==> src/rtl/jesd204_rx_pkg.sv <==
// Shared types and control characters for the JESD204B receive lane.
package jesd204_rx_pkg;

    localparam logic [7:0] K_CHAR = 8'hBC;
    localparam logic [7:0] R_CHAR = 8'h1C;
    localparam logic [7:0] Q_CHAR = 8'h9C;
    localparam logic [7:0] A_CHAR = 8'h7C;
    localparam logic [7:0] F_CHAR = 8'hFC;

    typedef enum logic [1:0] {
        ST_CGS    = 2'd0,
        ST_WAIT_R = 2'd1,
        ST_ILAS   = 2'd2,
        ST_DATA   = 2'd3
    } rx_state_t;

    typedef logic [3:0][7:0] word_t;

    typedef struct packed {
        logic       err;
        logic       k;
        logic [7:0] d;
    } lane_t;

    typedef lane_t [3:0] lword_t;

    // A control character only counts when it decoded cleanly.
    function automatic logic is_char(lane_t l, logic [7:0] c);
        return l.k && !l.err && (l.d == c);
    endfunction

    // Run length of consecutive /K/ octets, saturating at 4.
    function automatic logic [2:0] k_run(logic [2:0] cnt, lword_t w);
        logic [2:0] c;
        c = cnt;
        for (int i = 0; i < 4; i++) begin
            if (is_char(w[i], K_CHAR)) c = (c == 3'd4) ? 3'd4 : c + 3'd1;
            else                       c = 3'd0;
        end
        return c;
    endfunction

endpackage

==> src/rtl/jesd204_rx_align.sv <==
// Octet realigner: offset register plus {cur,prev} mux, one registered stage.
module jesd204_rx_align
    import jesd204_rx_pkg::*;
(
    input  logic       clk_i,
    input  logic       rst_i,
    input  logic       load_i,
    input  logic [1:0] off_i,
    input  lword_t     word_i,
    output lword_t     word_o
);

    logic [1:0] off_q;
    logic [1:0] off_sel;
    logic [2:0] idx;
    lword_t     prev_q;
    lword_t     word_q;
    lword_t     algn_d;

    // Offset 0 needs no previous word, so the current word passes straight through.
    always_comb begin
        off_sel = load_i ? off_i : off_q;
        idx     = 3'd0;
        algn_d  = word_i;
        for (int j = 0; j < 4; j++) begin
            idx = {1'b0, off_sel} + 3'(j);
            if (!idx[2]) algn_d[j] = prev_q[idx[1:0]];
            else         algn_d[j] = word_i[idx[1:0]];
        end
        if (off_sel == 2'd0) algn_d = word_i;
    end

    always_ff @(posedge clk_i) begin
        if (rst_i) begin
            off_q  <= 2'd0;
            prev_q <= '0;
            word_q <= '0;
        end else begin
            prev_q <= word_i;
            word_q <= algn_d;
            if (load_i) off_q <= off_i;
        end
    end

    assign word_o = word_q;

endmodule

==> src/rtl/jesd204_rx_lane.sv <==
// JESD204B per-lane receive link layer: CGS, ILAS capture/check, character
// replacement and error accounting on the realigned word stream.
module jesd204_rx_lane
    import jesd204_rx_pkg::*;
#(
    parameter int unsigned K       = 32,
    parameter int unsigned ILAS_MF = 4,
    parameter int unsigned ERR_MAX = 4
) (
    input  logic              CLK,
    input  logic              RST,
    input  word_t             DI,
    input  logic [3:0]        DK,
    input  logic [3:0]        DERR,
    input  logic              RESYNC,
    output logic              SYNC_n,
    output word_t             DO,
    output logic              DV,
    output logic              SOMF,
    output logic [13:0][7:0]  CFG,
    output logic              CFG_VLD,
    output logic [7:0]        ERR_CNT,
    output logic [1:0]        STATE
);

    localparam int unsigned WCW = $clog2(K);
    localparam int unsigned MFW = (ILAS_MF > 2) ? $clog2(ILAS_MF) : 1;

    rx_state_t       state_q;
    logic [WCW-1:0]  wc_q;
    logic [MFW-1:0]  mfc_q;
    logic [2:0]      kcnt_q;
    logic [4:0]      mf_err_q;
    logic            skip_q;

    lword_t          raw_w;
    lword_t          algn_w;
    logic            r_found, r_bad, load;
    logic [1:0]      r_pos;
    logic            wc_last, ilas_bad;
    logic [3:0]      cidx;
    logic [13:0][7:0] cfg_d;
    logic            k3, rep;
    logic [2:0]      n_err;
    logic [4:0]      mf_err_sum;
    logic [8:0]      err_sum;
    word_t           do_d;
    logic [2:0]      krun_nxt;
    logic            drop;

    always_comb begin
        for (int i = 0; i < 4; i++) raw_w[i] = {DERR[i], DK[i], DI[i]};
    end

    // First /R/ in time order, with only /K/ allowed ahead of it.
    always_comb begin
        r_found = 1'b0;
        r_bad   = 1'b0;
        r_pos   = 2'd0;
        for (int i = 0; i < 4; i++) begin
            if (!r_found && !r_bad) begin
                if (is_char(raw_w[i], R_CHAR)) begin
                    r_found = 1'b1;
                    r_pos   = 2'(i);
                end else if (!is_char(raw_w[i], K_CHAR)) begin
                    r_bad = 1'b1;
                end
            end
        end
    end

    assign load = (state_q == ST_WAIT_R) && r_found && !RESYNC;

    jesd204_rx_align u_align (
        .clk_i  (CLK),
        .rst_i  (RST),
        .load_i (load),
        .off_i  (r_pos),
        .word_i (raw_w),
        .word_o (algn_w)
    );

    assign wc_last = (wc_q == WCW'(K - 1));

    // ILAS framing checks and config capture (c0,c1 in word 0, c2..c13 in words 1..3).
    always_comb begin
        ilas_bad = 1'b0;
        for (int l = 0; l < 4; l++) if (algn_w[l].err) ilas_bad = 1'b1;
        if (wc_q == '0 && !is_char(algn_w[0], R_CHAR)) ilas_bad = 1'b1;
        if (wc_last && !is_char(algn_w[3], A_CHAR))    ilas_bad = 1'b1;
        if (mfc_q == MFW'(1) && wc_q == '0 && !is_char(algn_w[1], Q_CHAR)) ilas_bad = 1'b1;
        cfg_d = CFG;
        cidx  = 4'd0;
        for (int l = 0; l < 4; l++) begin
            cidx = {wc_q[1:0], 2'(l)} - 4'd2;
            if (wc_q <= WCW'(3) && !(wc_q == '0 && l < 2)) cfg_d[cidx] = algn_w[l].d;
        end
    end

    // Replacement on octet 3 and per-octet error count for the data word.
    always_comb begin
        k3   = algn_w[3].k && !algn_w[3].err;
        rep  = k3 && ((algn_w[3].d == A_CHAR && wc_last) ||
                      (algn_w[3].d == F_CHAR && !wc_last));
        n_err = 3'(algn_w[0].err) + 3'(algn_w[1].err) + 3'(algn_w[2].err)
              + 3'(algn_w[3].err) + 3'(k3 && !rep);
        mf_err_sum = ((wc_q == '0) ? 5'd0 : mf_err_q) + 5'(n_err);
        err_sum    = 9'(ERR_CNT) + 9'(n_err);
        for (int l = 0; l < 4; l++) do_d[l] = algn_w[l].d;
        if (rep) do_d[3] = DO[3];
        krun_nxt = k_run(kcnt_q, (state_q == ST_CGS) ? raw_w : algn_w);
    end

    always_comb begin
        drop = RESYNC;
        case (state_q)
            ST_WAIT_R: if (!r_found && r_bad) drop = 1'b1;
            ST_ILAS:   if (!skip_q && ilas_bad) drop = 1'b1;
            ST_DATA:   if (mf_err_sum >= 5'(ERR_MAX) || krun_nxt == 3'd4) drop = 1'b1;
            default:   ;
        endcase
    end

    always_ff @(posedge CLK) begin
        if (RST) begin
            state_q  <= ST_CGS;
            wc_q     <= '0;
            mfc_q    <= '0;
            kcnt_q   <= 3'd0;
            mf_err_q <= 5'd0;
            skip_q   <= 1'b0;
            SYNC_n   <= 1'b0;
            DO       <= '0;
            DV       <= 1'b0;
            SOMF     <= 1'b0;
            CFG      <= '0;
            CFG_VLD  <= 1'b0;
            ERR_CNT  <= 8'd0;
        end else begin
            if (state_q == ST_DATA && !RESYNC)
                ERR_CNT <= err_sum[8] ? 8'hFF : err_sum[7:0];
            if (drop) begin
                state_q <= ST_CGS;
                kcnt_q  <= 3'd0;
                skip_q  <= 1'b0;
                SYNC_n  <= 1'b0;
                DV      <= 1'b0;
                SOMF    <= 1'b0;
                CFG_VLD <= 1'b0;
            end else begin
                case (state_q)
                    ST_CGS: begin
                        kcnt_q <= krun_nxt;
                        if (krun_nxt == 3'd4) begin
                            state_q <= ST_WAIT_R;
                            SYNC_n  <= 1'b1;
                        end
                    end
                    ST_WAIT_R: begin
                        if (r_found) begin
                            state_q <= ST_ILAS;
                            wc_q    <= '0;
                            mfc_q   <= '0;
                            skip_q  <= (r_pos != 2'd0);
                        end
                    end
                    ST_ILAS: begin
                        if (skip_q) begin
                            skip_q <= 1'b0;
                        end else begin
                            if (mfc_q == MFW'(1)) CFG <= cfg_d;
                            if (wc_last) begin
                                wc_q <= '0;
                                if (mfc_q == MFW'(1)) CFG_VLD <= 1'b1;
                                if (mfc_q == MFW'(ILAS_MF - 1)) begin
                                    state_q  <= ST_DATA;
                                    kcnt_q   <= 3'd0;
                                    mf_err_q <= 5'd0;
                                end else begin
                                    mfc_q <= mfc_q + MFW'(1);
                                end
                            end else begin
                                wc_q <= wc_q + WCW'(1);
                            end
                        end
                    end
                    default: begin
                        DV       <= 1'b1;
                        SOMF     <= (wc_q == '0);
                        DO       <= do_d;
                        mf_err_q <= mf_err_sum;
                        kcnt_q   <= krun_nxt;
                        wc_q     <= wc_last ? '0 : wc_q + WCW'(1);
                    end
                endcase
            end
        end
    end

    assign STATE = state_q;

endmodule

==> config.mk <==
export PLATFORM = sky130hd
export DESIGN_NAME = jesd204_rx_lane
export DESIGN_NICKNAME = d
export VERILOG_FILES = /design/src/rtl/jesd204_rx_pkg.sv /design/src/rtl/jesd204_rx_align.sv /design/src/rtl/jesd204_rx_lane.sv
export SDC_FILE = /design/constraint.sdc
export NUM_CORES = 1
export LEC_CHECK = 0
export ABC_CLOCK_PERIOD_IN_PS = 6800
export CORE_MARGIN = 2
export CORE_UTILIZATION = 50
export DETAILED_ROUTE_END_ITERATION = 10
export PLACE_DENSITY_LB_ADDON = 0.3
export SYNTH_ARGS = -nofsm -noshare
export SYNTH_HDL_FRONTEND = slang
export SYNTH_SLANG_ARGS = --single-unit
==> constraint.sdc <==
create_clock -name CLK -period 6.8 [get_ports CLK]
set_input_delay 1.36 -clock CLK [delete_from_list [all_inputs] [get_ports CLK]]
set_output_delay 1.36 -clock CLK [all_outputs]
set_load 0.01 [all_outputs]
---- After elaboration in Yosys (flattened, before gate mapping) ----
Index checks and enable logic that the tools add are counted.
Widths: inputs -> output; s select.
word-level totals
  logic and storage cells ................. 328
  output and inout port bits .............. 158
  input bits .............................. 43
  register bits after elaboration ......... 256
cells by class
  eq/ne operators ......................... 33
  bitwise operators ....................... 7
  add/subtract/negate cells ............... 19
  reductions and logical operators ........ 95
  multiplexer cells ....................... 106
  order comparisons ....................... 14
operator list
  operator             count
  $bwmux 112           4
  $mux 112             4
  $bmux 10 s2          7
  $demux 8 s4          4
  $mux 10              10
  $eq 8x8->1 const B   10
  $mux 40              2
  $logic_and 1x1->1    47
  $eq 8x5->1 const B   5
  $mux 8               5
  $mux 5               7
  $mux 3               11
  $mux 1               31
  $mux 2               14
  $logic_not 1->1      26
  $lt 4x5->1 const B   4
  $ge 4x1->1 const B   4
  $reduce_and 4->1     4
  $sub 4x2->4 const B  4
  $eq 3x3->1 const B   5
  $pmux 5 s3           1
  $add 3x1->3 const B  4
  $lt 2x3->1 const B   4
  $reduce_and 6->1     2
  other kinds (34)     55

---- Depth between registers and ports, before layout ----
Gate-level depths: netlist of run 1.
  depth in word-level cells ............... 22
  gate-level depth with buffers ........... 27
  gate-level depth less buffers ........... 24

---- Modules after synthesis ----
Synthesis of run 1 repeated with hierarchy kept, for this count alone.
unflattened totals
  cell total of the unflattened synthesis .. 1257
  area, all modules ....................... 11818.8 um^2
by module, submodules not included
  module            cells an instance  sequential area each (um^2)  area each (um^2)  times used
  jesd204_rx_lane   873                3483.3                       8211.6            1
  jesd204_rx_align  384                1641.6                       3607.2            1

---- Worst setup path before layout of run 1 ----
Ideal clock, no wire load.
  path kind ............................... in2reg
  from .................................... input DERR[0]
  to ...................................... register CFG[50] (netlist bit)
  setup slack ............................. 0.554 ns
  path buffers ............................ 3
  data arrival time ....................... 6.126 ns
  setup time .............................. 0.120 ns
  required time ........................... 6.680 ns
  cell stages on the path ................. 25
  path through ............................ or4b_4 > or4_4 > nand2_1 > and2_1 > inv_1 > ha_1 > inv_1 > a22o_1 > a222oi_1 > nor2_1 > inv_1 > ha_1 > o2111a_2 > nor3_1 > ha_1 > o21ba_2 > o311a_1 > o221a_1 > mux2_4 > o21a_1 > buf_6 > or4_4 > buf_6 > buf_6 > mux2i_1
on the way
  longest elaborated chain between the ends .. 20
  elaborated cells between the ends (all ways) .. 57
  those cells by class .................... 3 x add/sub; 4 x eq/ne; 29 x mux; 1 x bitwise; 20 x reduce/logical
RTL lines
  item                                                          line                                            source
  from (decl)                                                   jesd204_rx_lane.sv:14                           input logic [3:0] DERR,
  $mux 40 / $logic_not 1->1 (equally long branches)             jesd204_rx_lane.sv:111, jesd204_rx_pkg.sv:29
  $logic_not 1->1 / $logic_and 1x1->1 (equally long branches)   jesd204_rx_pkg.sv:29                            return l.k && !l.err && (l.d == c);
  $logic_and 1x1->1                                             jesd204_rx_pkg.sv:29
  $logic_and 1x1->1 / $mux 1 (equally long branches)            jesd204_rx_pkg.sv:29, jesd204_rx_lane.sv:65
  $mux 3 / $mux 1 (equally long branches)                       jesd204_rx_pkg.sv:37, jesd204_rx_lane.sv:62
  $add 3x1->3, or another cell as far along                     jesd204_rx_pkg.sv:37                            if (is_char(w[i], K_CHAR)) c = (c == 3'd4) ? 3'd4 : c + 3'd1;
  $mux 3, or another cell as far along                          jesd204_rx_pkg.sv:37
  $mux 3 / $mux 1 (equally long branches)                       jesd204_rx_pkg.sv:37, jesd204_rx_lane.sv:61
  [... 4 more ...]                                              --
  $mux 3 / $logic_and 1x1->1 (equally long branches)            jesd204_rx_pkg.sv:37, jesd204_rx_lane.sv:61
  $mux 3 / $mux 1 (equally long branches)                       jesd204_rx_pkg.sv:37, jesd204_rx_lane.sv:61
  $eq 3x3->1 / $logic_not 1->1 (equally long branches)          jesd204_rx_lane.sv:119, jesd204_rx_lane.sv:117
  $logic_or 1x1->1 / $logic_and 1x1->1 (equally long branches)  jesd204_rx_lane.sv:119, jesd204_rx_lane.sv:117
  $mux 1, on equally long branches                              jesd204_rx_lane.sv:119, jesd204_rx_lane.sv:117
  $pmux 1 s3 (*)                                                jesd204_rx_lane.sv:116                          case (state_q)
  $not 1->1 (no line) (*)                                       --
  $reduce_and 4->1 (no line) (*)                                --
  to (signal assigned)                                          jesd204_rx_lane.sv:171                          if (mfc_q == MFW'(1)) CFG <= cfg_d;
  to (decl)                                                     jesd204_rx_lane.sv:20                           output logic [13:0][7:0] CFG,
Every way passes the cells marked *; elsewhere a longest branch is shown, timed or not.
A chain may end at the register's enable or synchronous reset.

---- Final worst setup path of run 1 ----
  from .................................... input DERR[0]
  to ...................................... register CFG[17] (netlist bit)
The elaborated chain is that of the path after synthesis.

==> impl_metrics.tcl, run 1 <==
set metrics [dict create \
    finalSetupViolations 0 \
    max_freq_mhz 157 \
    multiInputGateArea_sq_um 6410 \
    post_cts_resized 0 \
    cp_data_arrival_time_ns 6.78 \
    synth_mux_area_share_pct 12.1 \
    slowest_stage "or4b_4" \
    finalWirelength_um 35900 \
    synth_top_area_share_pct 42.8 \
    die_w_um 159 \
    switching_share_pct 22.8 \
    drv_slew 0 \
    final_core_utilization_pct 65.1 \
    drc 0 \
    hp-class "register to register" \
    required_ns 7.22 \
    clk_pin_slew_ns 0.06 \
    period_share_pct 93.5 \
    p_int_uw 2540 \
    layout.area.seq_sq_um 5120 \
    slew_headroom_pct 45.1 \
    clock-sinks 256 \
    cts_setup_buffers 0 \
    ios 201 \
    clock_skew_ns 0.0171 \
    yosysMostFrequentCell "nand2_1" \
    path_class "input port to register" \
    end_kind "register" \
    fin_crit_ns 6.36 \
    p_clk_share_pct 47.8 \
    antenna_cells 0 \
    vdd_drop_max_v 0.000169 \
    vias 11100 \
    antenna_found_initial 1 \
    yosys_warnings 0 \
    post_drt_via_cell_ratio 5.87 \
    synth_cells 1366 \
    synth_xor_area_share_pct 0.512 \
    numCtsBuffers 27 \
    power_density_nw_per_um2 215 \
    area_growth_pct 27.6 \
    startpoint_type "input port" \
    grt_max_degree 110 \
    comb_power_share_pct 5.1 \
    core_area_sq_um 23500 \
    syn_avg_cell_area_sq_um 8.77 \
    dp_hpwl_um 25800 \
    switchingPower_uw 749 \
    gp_congestion 0.940 \
    final_layout_size_suffix_gt1_share_pct 7.54 \
    cp_slowest_stage_delay_ns 0.60 \
    port_buffers 200 \
    async_flop_share_pct 0 \
    syn_area_sq_um 12000 \
    yosys_most_used_dff "dfxtp_1" \
    drt-initial-drc-count 1019 \
    cts_tree "yes" \
    insertion_delay_ns 0.55 \
    root_buffer "clkbuf_16" \
    die_area_sq_um 25200 \
    htreeDepth 1 \
    ant_nets 0 \
    yosysUniqueCellTypes 72 \
    drtPass1Iterations 6 \
    grt_usage_pct 27.4 \
    num_rows 56 \
    run_status "completed" \
    clockBufferDepth 3 \
    cp_max_fo 13 \
    ys_ff_latch 256 \
    p_leak_uw 0.00635 \
    yosysSeqAreaShare_pct 42.8 \
    crit_path_cell_trace "clkdlybuf4s50_1 > or4b_4 > or4_4 > nand2_1 > and2_1 > inv_1 > ha_1 > inv_1 > a22o_1 > a222oi_1 > nor2_1 > inv_1 > ha_1 > o2111a_2 > nor3_1 > ha_1 > o21ba_2 > o311a_1 > o221a_1 > mux2_4 > o21a_1 > or4_1 > buf_4 > mux2i_1" \
    design_area_sq_um 15300 \
    cap_violations 0 \
    fillers 1909 \
    detail_route.wl_per_cell_um 19.1 \
    worstMarginPinSlew_ns 0.823 \
    layout.nets 1621 \
    power_frac_seq_pct 47.1 \
    synth_edf_count 0 \
    start_util_pct 51.1 \
    place_area_sq_um 14300 \
    synth_fp_nets 1442 \
    hold_violations 0 \
    grt_overflow 0 \
    yosys.area_share.simple_pct 24.4 \
    grt_pass1_vias 10300 \
    die_h_um 159 \
    ctsHoldBuffers 0 \
    synth_top_area_cell "dfxtp_1" \
    netlist_top_cells_area "dfxtp_1 (43%), mux2i_1 (12%), nand2_1 (11%), ha_1 (3.0%), nor2b_1 (2.9%)" \
    grt_pass1_wl_um 56700 \
    synth_compound_area_share_pct 12.7 \
    synthTopCellsByCount "nand2_1 (344), dfxtp_1 (256), mux2i_1 (143)" \
    rsz0062_at_grt "false" \
    synth_adder_area_share_pct 3.70 \
    synth_top_family_by_area "simple AND/OR/NAND/NOR gates" \
]
-- critical path, delay by kind of cell --
kind            cells  cell delay [ns]
simple gates        7             2.34
compound gates      7             1.14
buf+inv             5             0.86
fa+ha+maj           3             0.63
mux                 2             0.44
-- metal layers --
metal | GRT usage (%) | share of wire [%] | vias to the layer above
met4 | 7.63 | 2.8 | 0
met5 | 0 | 0 | -
met2 | 44.8 | 45 | 532
met1 | 36.4 | 42 | 5278
li1 | - | - | 5176
met3 | 6.17 | 9.5 | 84
-- power groups by stage --
| stage | logic (uW) | clock network (uW) | registers, uW |
|---|---|---|---|
| floorplan | 86.3 | 0 | 1570 |
| global placement | 162 | 0 | 1580 |
| detailed placement | 165 | 0 | 1580 |
| CTS | 166 | 1590 | 1550 |
| global route | 183 | 1650 | 1550 |
| finish | 168 | 1570 | 1550 |
-- flip-flops by register name (all words and copies together), names as in the netlist, 2 cells and up --
name,count
u_align.off_q,2
kcnt_q,3
mfc_q,2
wc_q,5
u_align.word_o,40
CFG,112
ERR_CNT,8
DO,32
STATE,2
u_align.prev_q,40
mf_err_q,5
-- path summary, 6_finish.rpt --
check,startpoint,to,slack (ns),cells after the start
worst min-delay path,CFG[22],CFG[22],0.46,2
worst min register to register,CFG[22],CFG[22],0.46,2
worst max register to register,STATE[1],CFG[17],0.70,25
worst max-delay path,DERR[0],CFG[17],0.44,24
-- cells in the final DEF (no fill, tap or decap), types with 14 or more instances in the layout --
cell / n
buf_4: 38
nor2b_1: 55
o221ai_1: 20
inv_1: 23
nor2_1: 39
and3_1: 35
nand3_1: 16
a311o_1: 20
mux2i_1: 143
nand2_1: 344
dfxtp_1: 256
clkdlybuf4s50_1: 199
o21ai_0: 18
nand4_1: 14
a21oi_1: 57
clkbuf_16: 27
nor3_1: 29
ha_1: 29
-- metrics by stage --
stage                     total power (uW)  TNS (ns)  instances  worst slack, ns  hold slack, ns
after CTS                             3300         0       1885            0.538           0.457
after global placement                1740         0       1835            0.110           0.444
after global routing                  3380         0       1885            0.263           0.472
after floorplan                       1660         0       1366            0.554           0.434
final                                 3280         0       1885            0.442           0.456
after detailed placement              1740   -0.0115       1835          -0.0115           0.447
-- layout make-up --
| class | count | share of cell area, % |
|---|---|---|
| multi-input combinational | 997 | 41.9 |
| sequential | 256 | 33.5 |
| timing repair buffer | 239 | 15.1 |
| clock buffer | 33 | 4.70 |
| tap | 319 | 2.61 |
| clock inverter | 17 | 1.55 |
| inverter | 24 | 0.622 |
-- cells by family (layout without fill, tap and decap cells) --
| logic type | Yosys count | count (layout) |
|---|---|---|
| AOI/OAI and AO/OA | 205 | 205 |
| xor gates and xnor gates | 7 | 7 |
| adders and majority gates | 33 | 33 |
| muxes | 144 | 144 |
| DFF | 256 | 256 |
| buffers and inverters | 113 | 313 |
| and+or+nand+nor | 608 | 608 |
Note: power is estimated with default switching activity, not from simulation.
==> inputs of run 2 (changes only) <==
Settings changed: CORE_UTILIZATION 50 to 30.
==> impl_metrics.tcl, run 2 (synthesized netlist as in run 1, its figures left out) <==
set metrics [dict create \
    run_status "completed" \
    detail_route.wl_per_cell_um 19.0 \
    slew_headroom_pct 29.7 \
    clockBufferDepth 3 \
    die_area_sq_um 41600 \
    core_area_sq_um 39500 \
    cts_setup_buffers 0 \
    largest-register "CFG" \
    antenna_cells 0 \
    cts_tree "yes" \
    power_density_nw_per_um2 216 \
    finalWirelength_um 39800 \
    whs_ns 0.457 \
    clock_skew_ns 0.0134 \
    final_layout_size_suffix_gt1_share_pct 7.79 \
    grt.met1_usage_pct 26.9 \
    drtPass1Iterations 5 \
    num_rows 73 \
    worstReg2RegEnd "mfc_q[0]" \
    hp-class "register to register" \
    crit_path_cell_trace "clkdlybuf4s50_1 > or4b_4 > or4_4 > nand2_1 > and2_1 > inv_1 > ha_1 > inv_1 > a22o_1 > a222oi_1 > nor2_1 > inv_1 > ha_1 > o2111a_2 > nor3_1 > ha_1 > o21ba_2 > o311a_1 > o221a_1 > mux2_4 > o21a_1 > buf_4 > or4b_2 > a21oi_1" \
    start_util_pct 30.3 \
    post_cts_resized 0 \
    gp_congestion 0.904 \
    rsz0062_at_grt "false" \
    largest_register_ffs 112 \
    clock-sinks 256 \
    die_w_um 204 \
    max_freq_mhz 159 \
    hold_violations 0 \
    grt_usage_pct 18.8 \
    slowest_stage "or4b_2" \
    worstSetupStartpoint "DK[0]" \
    cp_data_arrival_time_ns 6.78 \
    area_growth_pct 30.4 \
    grt_pass1_wl_um 60900 \
    worst-r2r-cell-count 22 \
    cp_slowest_stage_delay_ns 0.63 \
    vias 10800 \
    busiest_layer "met2" \
    drt-initial-drc-count 673 \
    die_h_um 204 \
    place_area_sq_um 14600 \
    period_share_pct 92.7 \
    ant_nets 0 \
    p_leak_uw 0.00639 \
    drc 0 \
    ios 201 \
    insertion_delay_ns 0.56 \
    finalSetupViolations 0 \
    port_buffers 200 \
    cp_max_fo 9 \
    drv_slew 0 \
    finalPower_uw 3370 \
    htreeDepth 1 \
    worst-r2r-setup-slack_ns 1.04 \
    grt_pass1_vias 10300 \
    grt_max_degree 131 \
    grtUsageMet2_pct 29.1 \
    dp_hpwl_um 29200 \
    grt_overflow 0 \
    fin_crit_ns 6.30 \
    layout.nets 1621 \
    required_ns 7.28 \
    final_cell_mix "nand2_1 (344), dfxtp_1 (256), clkdlybuf4s50_1 (199)" \
    worstMarginPinSlew_ns 1.05 \
    antenna_found_initial 1 \
    design_area_sq_um 15600 \
    final_core_utilization_pct 39.5 \
    numCtsBuffers 28 \
    ctsHoldBuffers 0 \
    path_class "input port to register" \
    met3_usage_pct 3.17 \
    layout_commonest_cell "nand2_1" \
    end_kind "register" \
    setup_tns_ns 0 \
    critical_path.endpoint "mfc_q[0]" \
    startpoint_type "input port" \
    root_buffer "clkbuf_16" \
    post_drt_via_cell_ratio 5.16 \
    clk_pin_slew_ns 0.07 \
    cap_violations 0 \
    vdd_drop_max_v 0.000177 \
    rr_startpoint "wc_q[0]" \
]
run 2: changes by cell type in the layout (fill, tap and decap cells not counted), moves of 2 or more:
cell / previous run / this run
buf_12: 1 / 4
buf_4: 38 / 34
clkbuf_1: 4 / 1
clkbuf_16: 27 / 29
run 2: worst max-delay path, delay by kind of cell:
| family | cells | cell delay, ns |
|---|---|---|
| AO/OA/AOI/OAI | 8 | 1.24 |
| buffers and inverters | 5 | 0.87 |
| multiplexers | 1 | 0.28 |
| AND/OR/NAND/NOR | 7 | 2.39 |
| adder cells (fa/ha/maj) | 3 | 0.62 |
run 2: worst min-delay path by stage:
stage	depth (start not counted)	endpoint	slack, ns	start
after floorplan	1	mf_err_q[0]	0.43	mf_err_q[0]
after global routing	2	DO[13]	0.48	DO[13]
after detailed placement	2	DO[8]	0.45	DO[8]
after CTS	2	DO[8]	0.46	DO[8]
final	2	CFG[20]	0.46	CFG[20]
after global placement	2	DO[8]	0.44	DO[8]
run 2: layout make-up:
type	count	area, sq um
Clock buffer	32	757
Clock inverter	20	250
Fill cell	3889	23900
Inverter	24	95.1
Multi-Input combinational cell	997	6410
Sequential cell	256	5120
Tap cell	525	657
Timing Repair Buffer	238	2330
run 2: layer usage:
layer | vias up | wire length (um) | share of wire, %
li1 | 5175 | - | -
met1 | 5158 | 18600 | 47
met5 | - | 12 | 0.030
met4 | 2 | 872 | 2.2
met2 | 398 | 17400 | 44
met3 | 57 | 2910 | 7.3
run 2: where the power goes:
| part | internal, uW | switching, uW |
|---|---|---|
| registers | 1530 | 23.8 |
| logic | 61.9 | 109 |
| clock network | 994 | 658 |
| total | 2580 | 792 |
run 2: through the flow:
step | cells | setup slack [ns]
after global placement | 2040 | 0.0946
after floorplan | 1366 | 0.554
after CTS | 2092 | 0.531
after global routing | 2092 | 0.172
after detailed placement | 2040 | -0.0278
final | 2092 | 0.499
